`src/rtl/fog_pkg.sv`:
```
// Shared types and constants for the FOG modulation parameter scheduler.
package fog_pkg;

    typedef enum logic [1:0] {
        IDLE   = 2'd0,
        ARMED  = 2'd1,
        SETTLE = 2'd2
    } fog_state_e;

    localparam logic [2:0] ADDR_FREQ       = 3'd0;
    localparam logic [2:0] ADDR_AMP_H      = 3'd1;
    localparam logic [2:0] ADDR_AMP_L      = 3'd2;
    localparam logic [2:0] ADDR_POLARITY   = 3'd3;
    localparam logic [2:0] ADDR_WAIT       = 3'd4;
    localparam logic [2:0] ADDR_ERR_OFFSET = 3'd5;
    localparam logic [2:0] ADDR_AVG_SEL    = 3'd6;
    localparam logic [2:0] ADDR_INVALID    = 3'd7;

    typedef struct packed {
        logic [31:0] freq_cnt;
        logic [31:0] amp_h;
        logic [31:0] amp_l;
        logic        polarity;
        logic [31:0] wait_cnt;
        logic [31:0] err_offset;
        logic [31:0] avg_sel;
    } fog_params_t;

    function automatic fog_params_t fog_reset_params(input logic [31:0] freq);
        fog_params_t p;
        p          = '0;
        p.freq_cnt = freq;
        return p;
    endfunction

endpackage

```
`src/rtl/fog_shadow_regfile.sv`:
```
// Shadow parameter set written by the NIOS; decodes the write address.
module fog_shadow_regfile
    import fog_pkg::*;
#(
    parameter logic [31:0] RST_FREQ_CNT = 32'd100
) (
    input  logic        clk,
    input  logic        rst,
    input  logic        wr_en,
    input  logic [2:0]  wr_addr,
    input  logic [31:0] wr_data,
    output fog_params_t shadow,
    output logic [31:0] freq_next,
    output logic        addr_err
);

    fog_params_t shadow_q, shadow_d;

    always_comb begin
        shadow_d = shadow_q;
        addr_err = 1'b0;
        if (wr_en) begin
            case (wr_addr)
                ADDR_FREQ:       shadow_d.freq_cnt   = wr_data;
                ADDR_AMP_H:      shadow_d.amp_h      = wr_data;
                ADDR_AMP_L:      shadow_d.amp_l      = wr_data;
                ADDR_POLARITY:   shadow_d.polarity   = wr_data[0];
                ADDR_WAIT:       shadow_d.wait_cnt   = wr_data;
                ADDR_ERR_OFFSET: shadow_d.err_offset = wr_data;
                ADDR_AVG_SEL:    shadow_d.avg_sel    = wr_data;
                default:         addr_err            = 1'b1;
            endcase
        end
    end

    always_ff @(posedge clk or posedge rst) begin
        if (rst) shadow_q <= fog_reset_params(RST_FREQ_CNT);
        else     shadow_q <= shadow_d;
    end

    assign shadow = shadow_q;
    // Commit checks look at the post-write value so a same-cycle write is honoured.
    assign freq_next = shadow_d.freq_cnt;

endmodule

```
`src/rtl/fog_param_scheduler.sv`:
```
// Applies a shadowed modulator parameter set atomically on a polarity switch,
// then gates the demodulated error until the loop has settled.
//   state  | meaning
//   IDLE   | settled, error valid, waiting for a commit request
//   ARMED  | commit accepted, waiting for i_step_trig or timeout
//   SETTLE | counting step pulses after a commit (after reset: hold until first commit)
module fog_param_scheduler
    import fog_pkg::*;
#(
    parameter int SETTLE_STEPS = 4,
    parameter int TRIG_TIMEOUT = 1048576,
    parameter int RST_FREQ_CNT = 100
) (
    input  logic        CLOCK_CPU,
    input  logic        RST,
    input  logic        i_wr_en,
    input  logic [2:0]  i_wr_addr,
    input  logic [31:0] i_wr_data,
    output logic        o_wr_ready,
    input  logic        i_commit_req,
    input  logic        i_step_trig,
    output logic [31:0] o_freq_cnt,
    output logic [31:0] o_amp_H,
    output logic [31:0] o_amp_L,
    output logic [31:0] o_wait_cnt,
    output logic [31:0] o_err_offset,
    output logic [31:0] o_avg_sel,
    output logic        o_polarity,
    output logic        o_err_gate,
    output logic        o_busy,
    output logic        o_commit_done,
    output logic        o_cfg_err,
    output logic        o_timeout
);

    localparam logic [7:0]  SETTLE_LAST  = 8'(SETTLE_STEPS);
    localparam logic [31:0] TIMEOUT_LAST = 32'(TRIG_TIMEOUT - 1);
    localparam logic [31:0] RST_FREQ     = 32'(RST_FREQ_CNT);

    fog_state_e  state_q, state_d;
    logic        hold_q, hold_d;
    logic        pend_q, pend_d;
    logic [31:0] to_cnt_q, to_cnt_d;
    logic [7:0]  step_cnt_q, step_cnt_d;
    logic        gate_q, gate_d;
    fog_params_t act_q, act_d;
    logic        done_q, done_d;
    logic        cfg_err_q, cfg_err_d;
    logic        timeout_q, timeout_d;

    fog_params_t shadow;
    logic [31:0] freq_next;
    logic        addr_err;
    logic        wr_ready;
    logic        commit_ok;
    logic        can_start;
    logic        do_commit;
    logic        pend_now;
    logic [7:0]  step_inc;

    assign wr_ready = (state_q != ARMED);

    fog_shadow_regfile #(
        .RST_FREQ_CNT(RST_FREQ)
    ) u_shadow (
        .clk      (CLOCK_CPU),
        .rst      (RST),
        .wr_en    (i_wr_en & wr_ready),
        .wr_addr  (i_wr_addr),
        .wr_data  (i_wr_data),
        .shadow   (shadow),
        .freq_next(freq_next),
        .addr_err (addr_err)
    );

    always_comb begin
        state_d    = state_q;
        hold_d     = hold_q;
        pend_d     = pend_q;
        to_cnt_d   = to_cnt_q;
        step_cnt_d = step_cnt_q;
        gate_d     = gate_q;
        act_d      = act_q;
        done_d     = 1'b0;
        cfg_err_d  = addr_err;
        timeout_d  = timeout_q;
        do_commit  = 1'b0;
        commit_ok  = (freq_next != 32'd0);
        pend_now   = pend_q | i_commit_req;
        step_inc   = (step_cnt_q == 8'hFF) ? step_cnt_q : step_cnt_q + 8'd1;
        // The post-reset SETTLE behaves like IDLE for commit requests but keeps the gate low.
        can_start  = (state_q == IDLE) || ((state_q == SETTLE) && hold_q);

        if (can_start) begin
            if (i_commit_req) begin
                if (commit_ok) begin
                    state_d   = ARMED;
                    hold_d    = 1'b0;
                    to_cnt_d  = '0;
                    timeout_d = 1'b0;
                end else begin
                    cfg_err_d = 1'b1;
                end
            end
        end else begin
            case (state_q)
                ARMED: begin
                    if (i_step_trig) begin
                        do_commit = 1'b1;
                    end else if (to_cnt_q == TIMEOUT_LAST) begin
                        do_commit = 1'b1;
                        timeout_d = 1'b1;
                    end else if (to_cnt_q != '1) begin
                        to_cnt_d = to_cnt_q + 32'd1;
                    end
                end
                SETTLE: begin
                    if (i_commit_req) begin
                        pend_d    = 1'b1;
                        timeout_d = 1'b0;
                    end
                    if (i_step_trig) begin
                        step_cnt_d = step_inc;
                        if (step_inc == SETTLE_LAST) begin
                            gate_d  = 1'b1;
                            pend_d  = 1'b0;
                            state_d = IDLE;
                            if (pend_now) begin
                                if (commit_ok) begin
                                    state_d  = ARMED;
                                    to_cnt_d = '0;
                                end else begin
                                    cfg_err_d = 1'b1;
                                end
                            end
                        end
                    end
                end
                default: state_d = SETTLE;
            endcase
        end

        if (do_commit) begin
            act_d      = shadow;
            done_d     = 1'b1;
            gate_d     = 1'b0;
            state_d    = SETTLE;
            step_cnt_d = '0;
            to_cnt_d   = '0;
        end
    end

    always_ff @(posedge CLOCK_CPU or posedge RST) begin
        if (RST) begin
            state_q    <= SETTLE;
            hold_q     <= 1'b1;
            pend_q     <= 1'b0;
            to_cnt_q   <= '0;
            step_cnt_q <= '0;
            gate_q     <= 1'b0;
            act_q      <= fog_reset_params(RST_FREQ);
            done_q     <= 1'b0;
            cfg_err_q  <= 1'b0;
            timeout_q  <= 1'b0;
        end else begin
            state_q    <= state_d;
            hold_q     <= hold_d;
            pend_q     <= pend_d;
            to_cnt_q   <= to_cnt_d;
            step_cnt_q <= step_cnt_d;
            gate_q     <= gate_d;
            act_q      <= act_d;
            done_q     <= done_d;
            cfg_err_q  <= cfg_err_d;
            timeout_q  <= timeout_d;
        end
    end

    assign o_wr_ready    = wr_ready;
    assign o_freq_cnt    = act_q.freq_cnt;
    assign o_amp_H       = act_q.amp_h;
    assign o_amp_L       = act_q.amp_l;
    assign o_polarity    = act_q.polarity;
    assign o_wait_cnt    = act_q.wait_cnt;
    assign o_err_offset  = act_q.err_offset;
    assign o_avg_sel     = act_q.avg_sel;
    assign o_err_gate    = gate_q;
    assign o_busy        = (state_q != IDLE) || pend_q;
    assign o_commit_done = done_q;
    assign o_cfg_err     = cfg_err_q;
    assign o_timeout     = timeout_q;

endmodule

```
`config.mk`:
```
export PLATFORM = sky130hd
export DESIGN_NAME = fog_param_scheduler
export DESIGN_NICKNAME = d
export VERILOG_FILES = /design/src/rtl/fog_pkg.sv /design/src/rtl/fog_shadow_regfile.sv /design/src/rtl/fog_param_scheduler.sv
export SDC_FILE = /design/constraint.sdc
export NUM_CORES = 1
export LEC_CHECK = 0
export BUFFER_PORTS_ARGS = -buffer_cell sky130_fd_sc_hd__buf_2
export CAP_MARGIN = 25
export CELL_PAD_IN_SITES_DETAIL_PLACEMENT = 2
export CELL_PAD_IN_SITES_GLOBAL_PLACEMENT = 2
export CORE_AREA = 5 5 246 248
export DETAILED_ROUTE_END_ITERATION = 10
export DIE_AREA = 0 0 251 253
export PLACE_DENSITY_LB_ADDON = 0.1
export SKIP_CTS_REPAIR_TIMING = 1
export SLEW_MARGIN = 20
export SYNTH_ARGS = -nofsm -noshare
export SYNTH_HDL_FRONTEND = slang
export SYNTH_SLANG_ARGS = --single-unit
```
`constraint.sdc`:
```
create_clock -name CLOCK_CPU -period 26.4 [get_ports CLOCK_CPU]
set_clock_uncertainty 0.05 [all_clocks]
set_input_delay 5.28 -clock CLOCK_CPU [delete_from_list [all_inputs] [get_ports CLOCK_CPU]]
set_output_delay 5.28 -clock CLOCK_CPU [all_outputs]
set_load 0.005 [all_outputs]
```
==> impl_metrics.tcl, run 1 <==
set metrics [dict create \
    status "finished, final reports clean" \
    synth.top_cells.by_area "dfrtp_1 (62%), nand2_1 (13%), mux2_2 (13%)" \
    crit_chain "buf_2 -> nor3b_2 -> nand2_2 -> mux2i_2 -> o221ai_2 -> buf_4 -> o21ai_0 -> o21ai_1" \
    period_minus_slack_ns 7.43 \
    grt_max_degree 197 \
    slew_headroom_pct 30.6 \
    cts.path.max_buffers 3 \
    cpPeakStageDelay_ns 0.67 \
    gr-total-overflow 0 \
    globalplace.congestion 0.742 \
    maxCapViolCount 0 \
    slew_viol_final 0 \
    critPathKind "in2reg" \
    synth_compound_area_share_pct 3.38 \
    synth_edf_count 0 \
    holdPathStages 2 \
    io_buffer_count 238 \
    cts.sinks 434 \
    reg2reg_slack_ns 22.92 \
    drt_iter0_markers 572 \
    drt-total-wl_mm 54.1 \
    cts-root-buf "clkbuf_16" \
    vdd_drop_max_mv 0.0494 \
    cts_made_buffers 50 \
    synth.top_cell.area_share_pct 62.1 \
    synth_xor_area_share_pct 0.561 \
    synth_most_common_cell "nand2_1" \
    min_path_type "reg2reg" \
    synth_top_family_by_area "simple AND/OR/NAND/NOR gates" \
    slowest_stage "mux2i_2" \
    cp-start-kind "input port" \
    yosysSeqAreaShare_pct 63.3 \
    netlist_area_um2 17200 \
    core-area_um2 58200 \
    period_share_pct 28.1 \
    grt_usage_pct 16.8 \
    vias 12300 \
    pin_count 239 \
    synth_top_area_cell "dfrtp_1" \
    area_growth_pct 22.1 \
    hold_viol_final 0 \
    crit_required_ns 26.81 \
    whs_endpoint "o_freq_cnt[2]$_DFFE_PP1N_" \
    worstPathArrival_ns 7.84 \
    clk_latency_ns 0.60 \
    r2r_start "to_cnt_q[0]$_DFFE_PP0P_" \
    tritoncts "yes" \
    syn_avg_cell_area_um2 10.9 \
    start_util_pct 29.5 \
    multiInputGateArea_um2 6000 \
    synthAdderAreaFrac_pct 0.146 \
    cp_max_fo 33 \
    post-route-util_pct 36.0 \
    synth-simple-area-share_pct 17.8 \
    clk_pin_slew_ns 0.06 \
    r2r_cells 10 \
    ys_warn_count 0 \
    seq_area_um2 10900 \
    cts-htree-levels 2 \
    drt-wirelength-per-cell_um 20.7 \
    tightest_slew_ns 1.04 \
    grt_pass1_wl_mm 84.0 \
    ys_seq_elements 434 \
    ant_nets 0 \
    via_per_inst 4.71 \
    synth_cell_types 55 \
    finalSetupTns_ns 0 \
    rsz0062_at_grt "false" \
    fmax_mhz 135 \
    synthArstFlopShare_pct 100 \
    r2r-end "o_wait_cnt[19]$_DFFE_PP0N_" \
    muxShareOfSynthArea_pct 12.9 \
    dieArea_um2 63500 \
    nFillCells 6155 \
    die_h_um 253 \
    dr.pass1.iters 4 \
    synthCells 1568 \
    grt_pass1_vias 13900 \
    cp-end-kind "flop" \
    antenna_found_initial 1 \
    hold_start "o_freq_cnt[2]$_DFFE_PP1N_" \
    diodes 0 \
    setup_viol 0 \
    die_w_um 251 \
    ys.flop_type "dfrtp_1" \
    holdWs_ns 0.409 \
    dpl.hpwl_mm 34.6 \
    power_density_nw_per_um2 116 \
    drc 0 \
    power.leakage_nw 10.4 \
    nets 1843 \
    syn_nets 1610 \
    synth_common_cells "nand2_1 (610), dfrtp_1 (426), mux2_2 (193)" \
    rows 89 \
    drive_gt1_share_pct 29.8 \
]
[per-stage QoR]
step | setup WS [ns] | total power, W | cell area (um^2) | std cells
after floorplan | 8.99 | 0.00142 | 17200 | 1568
after global placement | 17.75 | 0.00171 | 19200 | 2520
after detailed placement | 17.74 | 0.00174 | 19200 | 2521
after CTS | 18.39 | 0.00249 | 20900 | 2614
after global routing | 18.71 | 0.00261 | 21000 | 2615
final | 18.97 | 0.00244 | 21000 | 2615
[worst max path at each step]
stage / cells after the start / start / to / slack (ns)
5_1_grt: 5 / RST / o_err_offset[23]$_DFFE_PP0N_ / 18.71
3_3_place_gp: 5 / RST / o_err_offset[24]$_DFFE_PP0N_ / 17.75
3_5_place_dp: 5 / RST / o_err_offset[24]$_DFFE_PP0N_ / 17.74
2_1_floorplan: 1 / RST / o_amp_H[0]$_DFFE_PP0N_ / 8.99
4_1_cts: 5 / RST / o_amp_H[23]$_DFFE_PP0N_ / 18.39
6_report: 8 / i_wr_addr[2] / to_cnt_q[26]$_DFFE_PP0P_ / 18.97
[registers in the layout, summed over array words and instances (netlist names)]
signal           flops
o_polarity           1
o_wait_cnt          32
o_timeout            1
o_amp_H             32
to_cnt_q            32
o_cfg_err            1
step_cnt_q           8
o_commit_done        1
u_shadow.shadow    193
o_err_offset        32
pend_q               1
o_amp_L             32
hold_q               1
state_q              2
o_freq_cnt          32
o_avg_sel           32
o_err_gate           1
[layout by cell type (no fill, tap or decap), types with 3 or more instances in the layout]
| master | instances |
|---|---|
| o31ai_1 | 3 |
| nor3_1 | 7 |
| clkinv_2 | 7 |
| and3_1 | 12 |
| nor4_1 | 22 |
| nor2_1 | 40 |
| mux2_2 | 193 |
| dfstp_2 | 8 |
| clkbuf_1 | 17 |
| or3_1 | 3 |
| clkbuf_8 | 8 |
| nand3_1 | 21 |
| o21ai_1 | 20 |
| xor2_1 | 8 |
| buf_2 | 238 |
| a22o_1 | 4 |
| o21ai_0 | 23 |
| bufinv_16 | 7 |
| a21oi_1 | 19 |
| xnor2_1 | 3 |
| nand4_1 | 16 |
| nand2_2 | 6 |
| clkbuf_16 | 51 |
| dfrtp_1 | 426 |
| a31oi_1 | 10 |
| nor2b_1 | 5 |
| inv_1 | 4 |
| and2_1 | 4 |
| nand2_1 | 604 |
| buf_4 | 11 |
[cells by family after synthesis]
kind of cell	Yosys count
simple gates	750
buf+inv	79
compound gates	96
xor+xnor	11
fa+ha+maj	2
flops	434
mux	196
[worst max-delay path, delay by kind of cell]
kind / cells / cell delay (ns)
AO/OA/AOI/OAI: 3 / 0.47
multiplexers: 1 / 0.67
buffers and inverters: 2 / 0.39
AND/OR/NAND/NOR: 2 / 1.01
[metal layers]
metal | vias up | GRT usage, % | wire, um
li1 | 5666 | - | -
met1 | 6399 | 22.1 | 24200
met2 | 191 | 28.6 | 26600
met3 | 50 | 4.07 | 2620
met4 | 0 | 3.26 | 670
met5 | - | 0 | 0
[power by group]
group	switching, W	internal [W]
registers	0.000169	0.000935
clock network	0.000284	0.000448
logic	0.000328	0.000273
total	0.000782	0.00166
[final cells by class]
| type | instances | share of cell area (%) |
|---|---|---|
| timing repair buffer | 253 | 6.49 |
| sequential | 434 | 51.8 |
| multi-input combinational | 1055 | 28.6 |
| clock buffer | 76 | 6.92 |
| tap | 773 | 4.61 |
| inverter | 7 | 0.185 |
| clock inverter | 17 | 1.34 |
(Power assumes the default switching activity.)
==> inputs of run 2 (changes only) <==
==> constraint.sdc (replaced) <==
create_clock -name CLOCK_CPU -period 6 [get_ports CLOCK_CPU]
set_clock_uncertainty 0.05 [all_clocks]
set_input_delay 1.2 -clock CLOCK_CPU [delete_from_list [all_inputs] [get_ports CLOCK_CPU]]
set_output_delay 1.2 -clock CLOCK_CPU [all_outputs]
set_load 0.005 [all_outputs]
==> run 2 against run 1 <==
Compared with the run above: register-to-register slack worse by 20 ns; critical path depth grew 2; largest cell class unchanged; largest power group unchanged; via count grew 1.4%; utilization rose by 0.15 points; clock power increased to 4.4 times the previous value; final cell count increased by 0.19%; sequential power grew to 4.4 times the previous value; worst hold slack worse by 0.0010 ns; critical path type is now reg2reg; critical endpoint is now o_freq_cnt[14]$_DFFE_PP0N_.
==> impl_metrics.tcl, run 2 (synthesized netlist as in run 1, its figures left out) <==
set metrics [dict create \
    status "finished, final reports clean" \
    nets 1847 \
    cp-start-kind "flop" \
    crit_required_ns 6.48 \
    slew_headroom_pct 33.9 \
    seq_area_um2 10900 \
    min_path_type "reg2reg" \
    via_per_inst 4.76 \
    largest_register_ffs 193 \
    power.leakage_nw 10.5 \
    start_util_pct 29.5 \
    drt-wirelength-per-cell_um 21.0 \
    post-route-util_pct 36.1 \
    ant_nets 0 \
    vdd_drop_max_mv 0.216 \
    cts.path.max_buffers 3 \
    wl_met2_mm 26.7 \
    cpPeakStageDelay_ns 0.66 \
    gr-total-overflow 0 \
    layout_common_cells "nand2_1 (604), dfrtp_1 (426), buf_2 (238)" \
    rows 89 \
    die_h_um 253 \
    antenna_found_initial 1 \
    period_share_pct 58.3 \
    cts.sinks 434 \
    stdcell_area_um2 21100 \
    grt_pass1_wl_mm 86.0 \
    dpl.hpwl_mm 35.3 \
    period_minus_slack_ns 3.50 \
    crit_chain "ha_1 -> nand3_1 -> nor3_1 -> nand2_1 -> nor2_1 -> o21ai_4 -> inv_8 -> buf_4 -> nand2_1 -> nand2_1" \
    final_common_cell "nand2_1" \
    diodes 0 \
    clk_latency_ns 0.59 \
    hold_viol_final 0 \
    nFillCells 6205 \
    drc 0 \
    grt_pass1_vias 13800 \
    multiInputGateArea_um2 6000 \
    slew_viol_final 0 \
    drt_iter0_markers 551 \
    pin_count 239 \
    worstPathArrival_ns 3.98 \
    dr_wl_met3_mm 2.25 \
    cp_max_fo 144 \
    crit_top_cell "nand2_1" \
    io_buffer_count 238 \
    tightest_slew_ns 0.989 \
    slowest_stage "inv_8" \
    drt-total-wl_mm 55.1 \
    tritoncts "yes" \
    cts-htree-levels 2 \
    cp-end-kind "flop" \
    drive_gt1_share_pct 30.3 \
    area_growth_pct 22.6 \
    top_layer_used "met4" \
    grt_max_degree 197 \
    placed_area_um2 19200 \
    wl_met1_mm 25.3 \
    core-area_um2 58200 \
    dieArea_um2 63500 \
    globalplace.congestion 0.741 \
    maxCapViolCount 0 \
    rsz0062_at_grt "false" \
    vias 12500 \
    clk_pin_slew_ns 0.06 \
    fmax_mhz 286 \
    setup_viol 0 \
    dr.pass1.iters 4 \
    die_w_um 251 \
    power_density_nw_per_um2 513 \
    grt_usage_pct 17.1 \
    critPathKind "reg2reg" \
    cts_made_buffers 51 \
    cts-root-buf "clkbuf_16" \
]
[run 2: final cells by class]
cell class / instances / share of cell area, %
inverter: 7 / 0.178
clock buffer: 83 / 7.74
tap: 773 / 4.59
multi-input combinational: 1055 / 28.5
timing repair buffer: 256 / 6.63
clock inverter: 12 / 0.725
sequential: 434 / 51.6
[run 2: worst max-delay path, delay by kind of cell (launching register included)]
kind                     cells  cell delay, ns
flip-flops                   1            0.39
AO/OA/AOI/OAI                1            0.13
AND/OR/NAND/NOR              6            1.32
buffers and inverters        2            1.16
adder cells (fa/ha/maj)      1            0.27
[run 2: power breakdown]
group	internal, W	switching [W]
Sequential	0.00412	0.000759
Clock	0.00198	0.00127
Combinational	0.00121	0.00146
[run 2: per-layer routing]
layer  global-route usage [%]  vias to the layer above
met4                     3.17                        0
met5                        0                        -
li1                         -                     5686
met2                     28.9                      192
met1                     23.5                     6535
met3                     3.21                       62
[run 2: per-stage QoR]
step                      setup slack [ns]  total power [W]  cells  hold WS [ns]  setup TNS (ns)
final                                 2.50           0.0108   2620         0.408               0
after global routing                  2.18           0.0116   2620         0.426               0
after CTS                             2.34           0.0110   2619         0.414               0
after detailed placement              1.97          0.00769   2524         0.401               0
after global placement                2.02          0.00755   2524         0.390               0
after floorplan                      -1.10          0.00627   1568         0.383         -470.64
[run 2: path summary, 6_finish.rpt]
kind	startpoint	to	slack (ns)	cells past startpoint
max	to_cnt_q[0]$_DFFE_PP0P_	o_freq_cnt[14]$_DFFE_PP0N_	2.50	10
min	u_shadow.shadow[28]$_DFFE_PP0P_	o_avg_sel[28]$_DFFE_PP0N_	0.41	2
max reg2reg	to_cnt_q[0]$_DFFE_PP0P_	o_freq_cnt[14]$_DFFE_PP0N_	2.50	10
min reg2reg	u_shadow.shadow[28]$_DFFE_PP0P_	o_avg_sel[28]$_DFFE_PP0N_	0.41	2
max in group asynchronous	RST	o_err_offset[24]$_DFFE_PP0N_	3.95	3
min in group asynchronous	RST	u_shadow.shadow[102]$_DFFE_PP0P_	0.68	2
==> inputs of run 3 (changes only) <==
==> constraint.sdc (replaced) <==
create_clock -name CLOCK_CPU -period 2.8 [get_ports CLOCK_CPU]
set_clock_uncertainty 0.05 [all_clocks]
set_input_delay 0.56 -clock CLOCK_CPU [delete_from_list [all_inputs] [get_ports CLOCK_CPU]]
set_output_delay 0.56 -clock CLOCK_CPU [all_outputs]
set_load 0.005 [all_outputs]
==> run 3 against run 2 <==
Compared with the run above: utilization up 0.54 points; sequential share of layout area down 0.76 points; maximum frequency is 38% higher; critical path type unchanged; critical endpoint is now o_cfg_err$_DFF_PP0_.
==> impl_metrics.tcl, run 3 (synthesized netlist as in run 1, its figures left out) <==
set metrics [dict create \
    tritoncts "yes" \
    cp-end-kind "flop" \
    rsz0062_at_grt "false" \
    cp-start-kind "flop" \
    min_path_type "in2reg" \
    slew_viol_final 0 \
    clk_latency_ns 0.59 \
    finalSetupTns_ns 0 \
    dr.pass1.iters 4 \
    drt_iter0_markers 456 \
    power.leakage_nw 10.7 \
    grt_pass1_vias 13900 \
    dieArea_um2 63500 \
    grt_max_degree 153 \
    slew_headroom_pct 48.1 \
    grt_usage_pct 17.2 \
    clk_pin_slew_ns 0.06 \
    largest_register_ffs 193 \
    layout_common_cells "nand2_1 (604), dfrtp_1 (426), buf_2 (238)" \
    cts-root-buf "clkbuf_16" \
    grt_pass1_wl_mm 86.0 \
    critPathKind "reg2reg" \
    die_h_um 253 \
    io_buffer_count 238 \
    worstPathArrival_ns 3.01 \
    ant_nets 0 \
    drt-total-wl_mm 55.4 \
    tightest_slew_ns 0.778 \
    rows 89 \
    cts_made_buffers 50 \
    stdcell_area_um2 21400 \
    maxCapViolCount 0 \
    cts.path.max_buffers 3 \
    pin_count 239 \
    area_growth_pct 24.5 \
    cts.sinks 434 \
    dpl.hpwl_mm 36.8 \
    hold_viol_final 0 \
    placed_area_um2 19700 \
    power_density_nw_per_um2 1070 \
    vdd_drop_max_mv 0.422 \
    status "finished, final reports clean" \
    setup_viol 0 \
    cts-htree-levels 2 \
    core-area_um2 58200 \
    finalPower_w 0.0230 \
    fmax_mhz 393 \
    period_minus_slack_ns 2.54 \
    gr-total-overflow 0 \
    via_per_inst 4.76 \
    final_common_cell "nand2_1" \
    globalplace.congestion 0.745 \
    period_share_pct 90.8 \
    drc 0 \
    start_util_pct 29.5 \
    antenna_found_initial 2 \
    crit_required_ns 3.27 \
    nets 1887 \
    die_w_um 251 \
    vias 12600 \
    cp_max_fo 5 \
    drt-wirelength-per-cell_um 20.9 \
    drive_gt1_share_pct 31.7 \
    diodes 0 \
]
[run 3: cell types whose count changed in the layout (fill, tap and decap cells not counted)]
cell and change:
buf_4 +29, buf_12 +12, clkinv_2 +5, clkbuf_8 -4, clkbuf_1 -3, clkbuf_16 -3
buf_16 -1, clkinv_8 +1, clkinvlp_4 -1, dlygate4sd3_1 +1, inv_16 -1
[run 3: cell type report]
class / count / area, um^2
Multi-Input combinational cell: 1055 / 6000
Sequential cell: 434 / 10900
Fill cell: 6255 / 36900
Tap cell: 773 / 967
Clock buffer: 73 / 1490
Inverter: 7 / 37.5
Timing Repair Buffer: 297 / 1840
Clock inverter: 16 / 166
[run 3: per-layer routing]
layer | wire length [um] | GRT usage, % | share of wire [%]
met4 | 978 | 4.15 | 1.8
met5 | 11 | 0 | 0.020
met2 | 27100 | 28.9 | 49
met1 | 25000 | 23.4 | 45
met3 | 2340 | 3.29 | 4.2
[run 3: where the power goes]
group	internal (W)	switching [W]	leakage, nW	total, W
Sequential	0.00882	0.00154	5.42	0.0104
Clock	0.00394	0.00268	0.830	0.00662
Combinational	0.00276	0.00322	4.42	0.00598
[run 3: path summary, 6_finish.rpt]
| check | start | endpoint | slack (ns) | cells after the start |
|---|---|---|---|---|
| min reg2reg | o_freq_cnt[2]$_DFFE_PP1N_ | o_freq_cnt[2]$_DFFE_PP1N_ | 0.41 | 2 |
| max reg2reg | step_cnt_q[0]$_DFFE_PP0P_ | o_cfg_err$_DFF_PP0_ | 0.26 | 7 |
| max in group asynchronous | RST | u_shadow.shadow[40]$_DFFE_PP0P_ | 1.21 | 5 |
| min | i_wr_addr[0] | o_cfg_err$_DFF_PP0_ | 0.24 | 2 |
| max | step_cnt_q[0]$_DFFE_PP0P_ | o_cfg_err$_DFF_PP0_ | 0.26 | 7 |
| min in group asynchronous | RST | u_shadow.shadow[8]$_DFFE_PP0P_ | 0.50 | 3 |
[run 3: worst max-delay path, cell delays in order (launching register included)]
cell and delay, ns:
dfrtp_1 0.42, ha_1 0.33, or4b_1 0.54, nor4_2 0.21, buf_4 0.18, nand2_1 0.10, a2111oi_0 0.49, a31o_1 0.16
[run 3: through the flow]
stage | setup slack [ns] | hold slack (ns) | instances | utilization [%]
finish | 0.257 | 0.236 | 2655 | 36.7
CTS | 0.228 | -0.0744 | 2654 | 36.7
floorplan | -3.66 | 0.383 | 1568 | -
global route | 0.0680 | 0.227 | 2655 | 36.7
global placement | 0.114 | 0.392 | 2565 | 33.8
detailed placement | 0.0673 | 0.402 | 2565 | 33.8
